$ cat config.mk
export PLATFORM = sky130hd
export DESIGN_NAME = mmio_rgb_pwm_flat
export DESIGN_NICKNAME = d
export VERILOG_FILES = /design/src/rtl/mmio_rgb_pwm_if.sv /design/src/rtl/mmio_rgb_pwm.sv /design/src/flat_wrapper.sv
export SDC_FILE = /design/constraint.sdc
export NUM_CORES = 1
export LEC_CHECK = 0
export ABC_AREA = 1
export CORE_ASPECT_RATIO = 0.75
export CORE_MARGIN = 3
export CORE_UTILIZATION = 38
export CTS_CLUSTER_DIAMETER = 200
export DETAILED_ROUTE_END_ITERATION = 10
export PLACE_DENSITY = 0.6
export SETUP_SLACK_MARGIN = 0.02
export SLEW_MARGIN = 15
export SYNTH_ARGS = -nofsm -noshare
export SYNTH_HDL_FRONTEND = slang
export SYNTH_SLANG_ARGS = --single-unit
$ cat constraint.sdc
create_clock -name clk -period 3.8 [get_ports clk]
set_input_delay 0.76 -clock clk [delete_from_list [all_inputs] [get_ports clk]]
set_output_delay 0.76 -clock clk [all_outputs]
set_load 0.01 [all_outputs]
$ cat src/rtl/mmio_rgb_pwm_if.sv
// Data-memory bus bundle between the core (master) and the RGB PWM responder (slave).
interface mmio_rgb_pwm_if;
  logic [31:0] dmem_address;
  logic [31:0] dmem_data_in;
  logic        dmem_wren;
  logic        dmem_rden;
  logic [31:0] rdata;
  logic        rvalid;

  modport master (
    output dmem_address, dmem_data_in, dmem_wren, dmem_rden,
    input  rdata, rvalid
  );

  modport slave (
    input  dmem_address, dmem_data_in, dmem_wren, dmem_rden,
    output rdata, rvalid
  );
endinterface

$ cat src/rtl/mmio_rgb_pwm.sv
// Memory-mapped LED/RGB PWM responder with double-buffered duties and a prescaled 8-bit counter.
// Define MMIO_RGB_PWM_READBACK_EN to enable register readback and the sticky STATUS logic.
module mmio_rgb_pwm #(
  parameter logic [31:0] BASE_ADDR = 32'h0000_1000
) (
  input  logic               clk,
  input  logic               reset,
  mmio_rgb_pwm_if.slave      bus,
  output logic               led,
  output logic               red,
  output logic               green,
  output logic               blue
);

  // Channel index: 0 = led, 1 = red, 2 = green, 3 = blue.
  logic             en_q, en_d;
  logic [15:0]      prescale_q, prescale_d;
  logic [15:0]      presc_cnt_q, presc_cnt_d;
  logic [7:0]       count_q, count_d;
  logic [3:0][7:0]  shadow_q, shadow_d;
  logic [3:0][7:0]  active_q, active_d;
  logic [3:0]       pins_q, pins_d;
  logic [31:0]      rdata_q, rdata_d;
  logic             rvalid_q, rvalid_d;

  logic             hit;
  logic [2:0]       off;
  logic             wr;
  logic             tick;
  logic             wrap;
  logic [3:0]       on;

`ifdef MMIO_RGB_PWM_READBACK_EN
  logic             wrap_seen_q, wrap_seen_d;
  logic             unused_bits;
  assign unused_bits = ^{bus.dmem_address[1:0], bus.dmem_data_in[31:16]};
`else
  logic             unused_bits;
  assign unused_bits = ^{bus.dmem_address[1:0], bus.dmem_data_in[31:16], bus.dmem_data_in[1]};
`endif

  assign hit  = (bus.dmem_address[31:5] == BASE_ADDR[31:5]);
  assign off  = bus.dmem_address[4:2];
  assign wr   = bus.dmem_wren && hit;
  assign tick = en_q && (presc_cnt_q == prescale_q);
  assign wrap = tick && (count_q == 8'hFF);

  // NOTE: every always_comb target gets a default first so no path can infer a latch.
  always_comb begin
    en_d        = en_q;
    prescale_d  = prescale_q;
    shadow_d    = shadow_q;
    presc_cnt_d = presc_cnt_q;
    count_d     = count_q;
    active_d    = active_q;
    pins_d      = pins_q;

    if (wr) begin
      unique case (off)
        3'd0:    en_d          = bus.dmem_data_in[0];
        3'd1:    prescale_d    = bus.dmem_data_in[15:0];
        3'd2:    shadow_d[0]   = bus.dmem_data_in[7:0];
        3'd3:    shadow_d[1]   = bus.dmem_data_in[7:0];
        3'd4:    shadow_d[2]   = bus.dmem_data_in[7:0];
        3'd5:    shadow_d[3]   = bus.dmem_data_in[7:0];
        default: ;
      endcase
    end

    // Reprogramming the prescaler while running restarts its period; count is kept.
    if (!en_q || (wr && off == 3'd1) || tick) presc_cnt_d = 16'd0;
    else                                      presc_cnt_d = presc_cnt_q + 16'd1;

    if (!en_q)     count_d = 8'd0;
    else if (tick) count_d = count_q + 8'd1;

    // Duties become active only at a period boundary, or continuously while disabled.
    if (!en_q || wrap) active_d = shadow_q;

    for (int i = 0; i < 4; i++) on[i] = en_q && (count_q < active_q[i]);
    pins_d = {~on[3:1], on[0]};
  end

  always_comb begin
    rvalid_d = bus.dmem_rden && hit;
    rdata_d  = 32'd0;
`ifdef MMIO_RGB_PWM_READBACK_EN
    wrap_seen_d = wrap_seen_q;
    if (wrap)                                              wrap_seen_d = 1'b1;
    else if (wr && off == 3'd0 && bus.dmem_data_in[1])     wrap_seen_d = 1'b0;

    if (rvalid_d) begin
      unique case (off)
        3'd0:    rdata_d = {31'd0, en_q};
        3'd1:    rdata_d = {16'd0, prescale_q};
        3'd2:    rdata_d = {24'd0, shadow_q[0]};
        3'd3:    rdata_d = {24'd0, shadow_q[1]};
        3'd4:    rdata_d = {24'd0, shadow_q[2]};
        3'd5:    rdata_d = {24'd0, shadow_q[3]};
        3'd6:    rdata_d = {16'd0, count_q, 7'd0, wrap_seen_q};
        default: rdata_d = 32'd0;
      endcase
    end
`endif
  end

  // NOTE: sequential state uses non-blocking assignments so all registers sample together.
  always_ff @(posedge clk or negedge reset) begin
    if (!reset) begin
      en_q        <= 1'b0;
      prescale_q  <= 16'd0;
      presc_cnt_q <= 16'd0;
      count_q     <= 8'd0;
      shadow_q    <= '0;
      active_q    <= '0;
      pins_q      <= 4'b1110;
      rdata_q     <= 32'd0;
      rvalid_q    <= 1'b0;
    end else begin
      en_q        <= en_d;
      prescale_q  <= prescale_d;
      presc_cnt_q <= presc_cnt_d;
      count_q     <= count_d;
      shadow_q    <= shadow_d;
      active_q    <= active_d;
      pins_q      <= pins_d;
      rdata_q     <= rdata_d;
      rvalid_q    <= rvalid_d;
    end
  end

`ifdef MMIO_RGB_PWM_READBACK_EN
  always_ff @(posedge clk or negedge reset) begin
    if (!reset) wrap_seen_q <= 1'b0;
    else        wrap_seen_q <= wrap_seen_d;
  end
`endif

  assign bus.rdata  = rdata_q;
  assign bus.rvalid = rvalid_q;
  assign led        = pins_q[0];
  assign red        = pins_q[1];
  assign green      = pins_q[2];
  assign blue       = pins_q[3];

endmodule

$ cat src/flat_wrapper.sv
// flat-port wrapper written by rule: the top's interface ports become plain ports
module mmio_rgb_pwm_flat 
#(
  parameter logic [31:0] BASE_ADDR = 32'h0000_1000
)
  (clk, reset, led, red, green, blue, bus_dmem_address, bus_dmem_data_in, bus_dmem_wren, bus_dmem_rden, bus_rdata, bus_rvalid);
  mmio_rgb_pwm_if bus_i ();
  input  logic clk;
  input  logic reset;
  output logic led;
  output logic red;
  output logic green;
  output logic blue;
  input wire logic [$bits(bus_i.dmem_address)-1:0] bus_dmem_address;
  input wire logic [$bits(bus_i.dmem_data_in)-1:0] bus_dmem_data_in;
  input wire logic [$bits(bus_i.dmem_wren)-1:0] bus_dmem_wren;
  input wire logic [$bits(bus_i.dmem_rden)-1:0] bus_dmem_rden;
  output wire logic [$bits(bus_i.rdata)-1:0] bus_rdata;
  output wire logic [$bits(bus_i.rvalid)-1:0] bus_rvalid;
  assign bus_i.dmem_address = bus_dmem_address;
  assign bus_i.dmem_data_in = bus_dmem_data_in;
  assign bus_i.dmem_wren = bus_dmem_wren;
  assign bus_i.dmem_rden = bus_dmem_rden;
  assign bus_rdata = bus_i.rdata;
  assign bus_rvalid = bus_i.rvalid;
  mmio_rgb_pwm #(.BASE_ADDR(BASE_ADDR)) u_core (.clk(clk), .reset(reset), .bus(bus_i), .led(led), .red(red), .green(green), .blue(blue));
endmodule
==> results.cfg <==
[sta]
timing.clock.skew_ns = 0.00582
pins_over_their_slew_limit = 0
setup_viol_count_final = 0
worst_slew_pin_slew_ns = 0.934
max-slew-margin-rel_pct = 37.7
whs_ns = 0.489
rsz_0062_raised_after_global_routing = false
timing.setup.tns_ns = 0
achievable-frequency_ghz = 0.410
period_utilization_pct = 64.1
finalWorstPathRequiredPeriod_ns = 2.44
report.final.hold_viol_count = 0

[synth]
sequential_fraction_of_the_synthesis_area_pct = 46.4
post_synth_num_cell_types = 29
largest_cells_by_area_after_synthesis = sky130_fd_sc_hd__dfrtp_1 45%, sky130_fd_sc_hd__nand2_1 11%, sky130_fd_sc_hd__nand3_1 7.5%
synth-warning-count = 0
yosysTopAreaCell = sky130_fd_sc_hd__dfrtp_1
fraction_of_registers_with_async_set_or_reset_after_synthesis_pct = 100
synth_enable_flop_cells = 0
yosysTopAreaCellShare_pct = 45.0
synth.avg_cell_area_um2 = 8.07
post-synth-top-count-cell = sky130_fd_sc_hd__nand2_1
ff_latch_count_synth = 110
synth_top_flop_cell = sky130_fd_sc_hd__dfrtp_1
synthesis.area_um2 = 5950
netlist_top_cells_count = 178 x sky130_fd_sc_hd__nand2_1, 107 x sky130_fd_sc_hd__dfrtp_1, 89 x sky130_fd_sc_hd__nand3_1, 82 x sky130_fd_sc_hd__inv_1, 61 x sky130_fd_sc_hd__nor2_1
cell_count_after_synthesis = 737

[worst_setup_path]
timing.critical_path.cells = ha_1 > nand3_1 > nor2_1 > nand3_1 > o21ai_2 > buf_4 > nand3_1 > nand2_1
cp_slowest_stage_delay_ns = 0.61
timing.critical_path.buf_inv = 1
critPathRequiredTime_ns = 4.09
crit_top_cell = sky130_fd_sc_hd__nand3_1
cpMaxStageDelayCell = sky130_fd_sc_hd__o21ai_2
critPathCaptureType = flop
worstPathMaxFanout = 17
timing.reg2reg.worst_path_depth = 8
crit-reg2reg-launch = u_core.count_q[1]$_DFFE_PN0P_
reg2reg_slack_ns = 1.36
arrival_ns = 2.72
cp_top_family = simple AND/OR/NAND/NOR gates
cp-start-kind = flop
regToRegEndpoint = u_core.active_q[16]$_DFFE_PN0P_
critPathKind = reg -> reg

[placed_design]
final_hpwl_dp_um = 10100
io_buffer_count = 54
placed_cell_area_um2 = 6530
placedCellCount = 974
gp_congestion = 0.799

[routing]
routed_wl_um = 13700
vias = 4763
drtPass1Iterations = 5
post_drt_wl_per_cell_um = 13.8
dr.first_iter.drc_count = 327
number_of_vias_per_cell = 4.81
antenna_left = 0
drc = 0

[layout]
fin_cells = 990
finalNetCount = 883
antenna-diode-count = 0
final_layout_size_suffix_gt1_share_pct = 6.08
design_area_um2 = 6880
area_growth_syn_to_layout_pct = 15.8

[floorplan]
core-area_um2 = 14900
starting_density_of_the_core_pct = 40.0
core_rows = 38
num_io_pins = 105
area_enclosed_by_the_die_boundary_um2 = 17200
chipHeight_um = 114
die_width_um = 150

[clock_tree]
cts.reportedPaths.clkPinSlew_ns = 0.08
clock_net_sink_count = 110
cts_max_path_buffers = 2
cts.repair_timing.setup_buffer_count = 0
ctsHtreeMaxLevel = 3
tritoncts.num_buffers = 9
cts-hold-fix-buffers = 0
tritoncts = done
worstSkewPairLatency_ns = 0.35
clockRootBuffer = sky130_fd_sc_hd__clkbuf_16
postCtsResizedCells = 0

[global_route]
first_global_vias = 4618
number_of_antenna_violations_at_the_first_check_in_global_routing = 0
global_route.overflow_total = 0
gr-usage-all-layers_pct = 16.4
grt_pass1_wl_um = 22500
pin_count_of_the_biggest_net_entering_global_routing = 59

[outcome]
status = complete, no violations

[power_and_ir_drop]
p_leak_nw = 3.28
power.ir.vdd_worst_mv = 0.254
power_density_over_the_cells_nw_per_um2 = 347

[job]
cap_viol_max_count = 0

[hold_path]
holdCritPathClass = in -> async
## layer usage
metal / wire (um) / track usage [%]
met1: 6670 / 23.8
met2: 6080 / 25.3
met3: 805 / 4.08
met4: 104 / 2.99
met5: 0 / 0
## state kept, by name (all words and copies together) (netlist names)
register	flops
u_core.en_q	1
u_core.prescale_q	16
u_core.pins_q	4
u_core.bus.rvalid	1
u_core.presc_cnt_q	16
u_core.count_q	8
u_core.shadow_q	32
u_core.active_q	32
## layout make-up
cell class	count	area, um2
Fill cell	1478	8000
Sequential cell	110	2760
Multi-Input combinational cell	512	2600
Timing Repair Buffer	60	583
Inverter	92	345
Tap cell	200	250
Clock buffer	9	225
Clock inverter	7	126
## through the flow
step / setup slack [ns] / utilization, % / total power, W
2_1_floorplan: 1.94 / - / 0.00124
3_3_place_gp: 1.15 / 43.9 / 0.00130
3_5_place_dp: 1.06 / 43.9 / 0.00130
4_1_cts: 1.34 / 46.3 / 0.00241
5_1_grt: 1.13 / 46.3 / 0.00247
6_report: 1.36 / 46.3 / 0.00239
## power breakdown
part | internal (W) | total, W | switching [W] | leakage (nW)
sequential | 0.00117 | 0.00117 | 0.0000000000203 | 1.53
clock | 0.000654 | 0.00111 | 0.000456 | 0.169
combinational | 0.0000491 | 0.000111 | 0.0000615 | 1.58
## cells by family after synthesis
kind of cell	share of synthesized area, %
compound gates	7.05
xor+xnor	2.06
fa+ha+maj	6.31
buf+inv	11.9
flops	46.4
other cells	0.0631
simple gates	26.2
## placed cells by master, fill, tap and decap left out, drive strengths merged, types with 5 or more instances in the layout
master / Yosys / routed
a21oi: 15 / 15
buf: 51 / 7
clkbuf: 3 / 9
clkdlybuf4s50: 0 / 53
conb: 1 / 32
dfrtp: 107 / 107
ha: 30 / 30
inv: 91 / 94
nand2: 180 / 180
nand3: 95 / 95
nand4: 9 / 9
nor2: 65 / 65
nor3: 5 / 5
o21ai: 62 / 62
xor2: 12 / 12
## worst max path at each step
stage                             startpoint                                to  slack (ns)  depth (start not counted)
2_1_floorplan           bus_dmem_address[28]  u_core.prescale_q[1]$_DFFE_PN0P_        1.94                          9
3_3_place_gp            bus_dmem_address[28]  u_core.presc_cnt_q[12]$_DFF_PN0_        1.15                          9
3_5_place_dp            bus_dmem_address[28]  u_core.presc_cnt_q[10]$_DFF_PN0_        1.06                          9
4_1_cts        u_core.count_q[1]$_DFFE_PN0P_   u_core.active_q[25]$_DFFE_PN0P_        1.34                          8
5_1_grt        u_core.count_q[1]$_DFFE_PN0P_    u_core.active_q[9]$_DFFE_PN0P_        1.13                          8
6_report       u_core.count_q[1]$_DFFE_PN0P_   u_core.active_q[16]$_DFFE_PN0P_        1.36                          8
No activity file was read; power rests on OpenSTA's default activity.
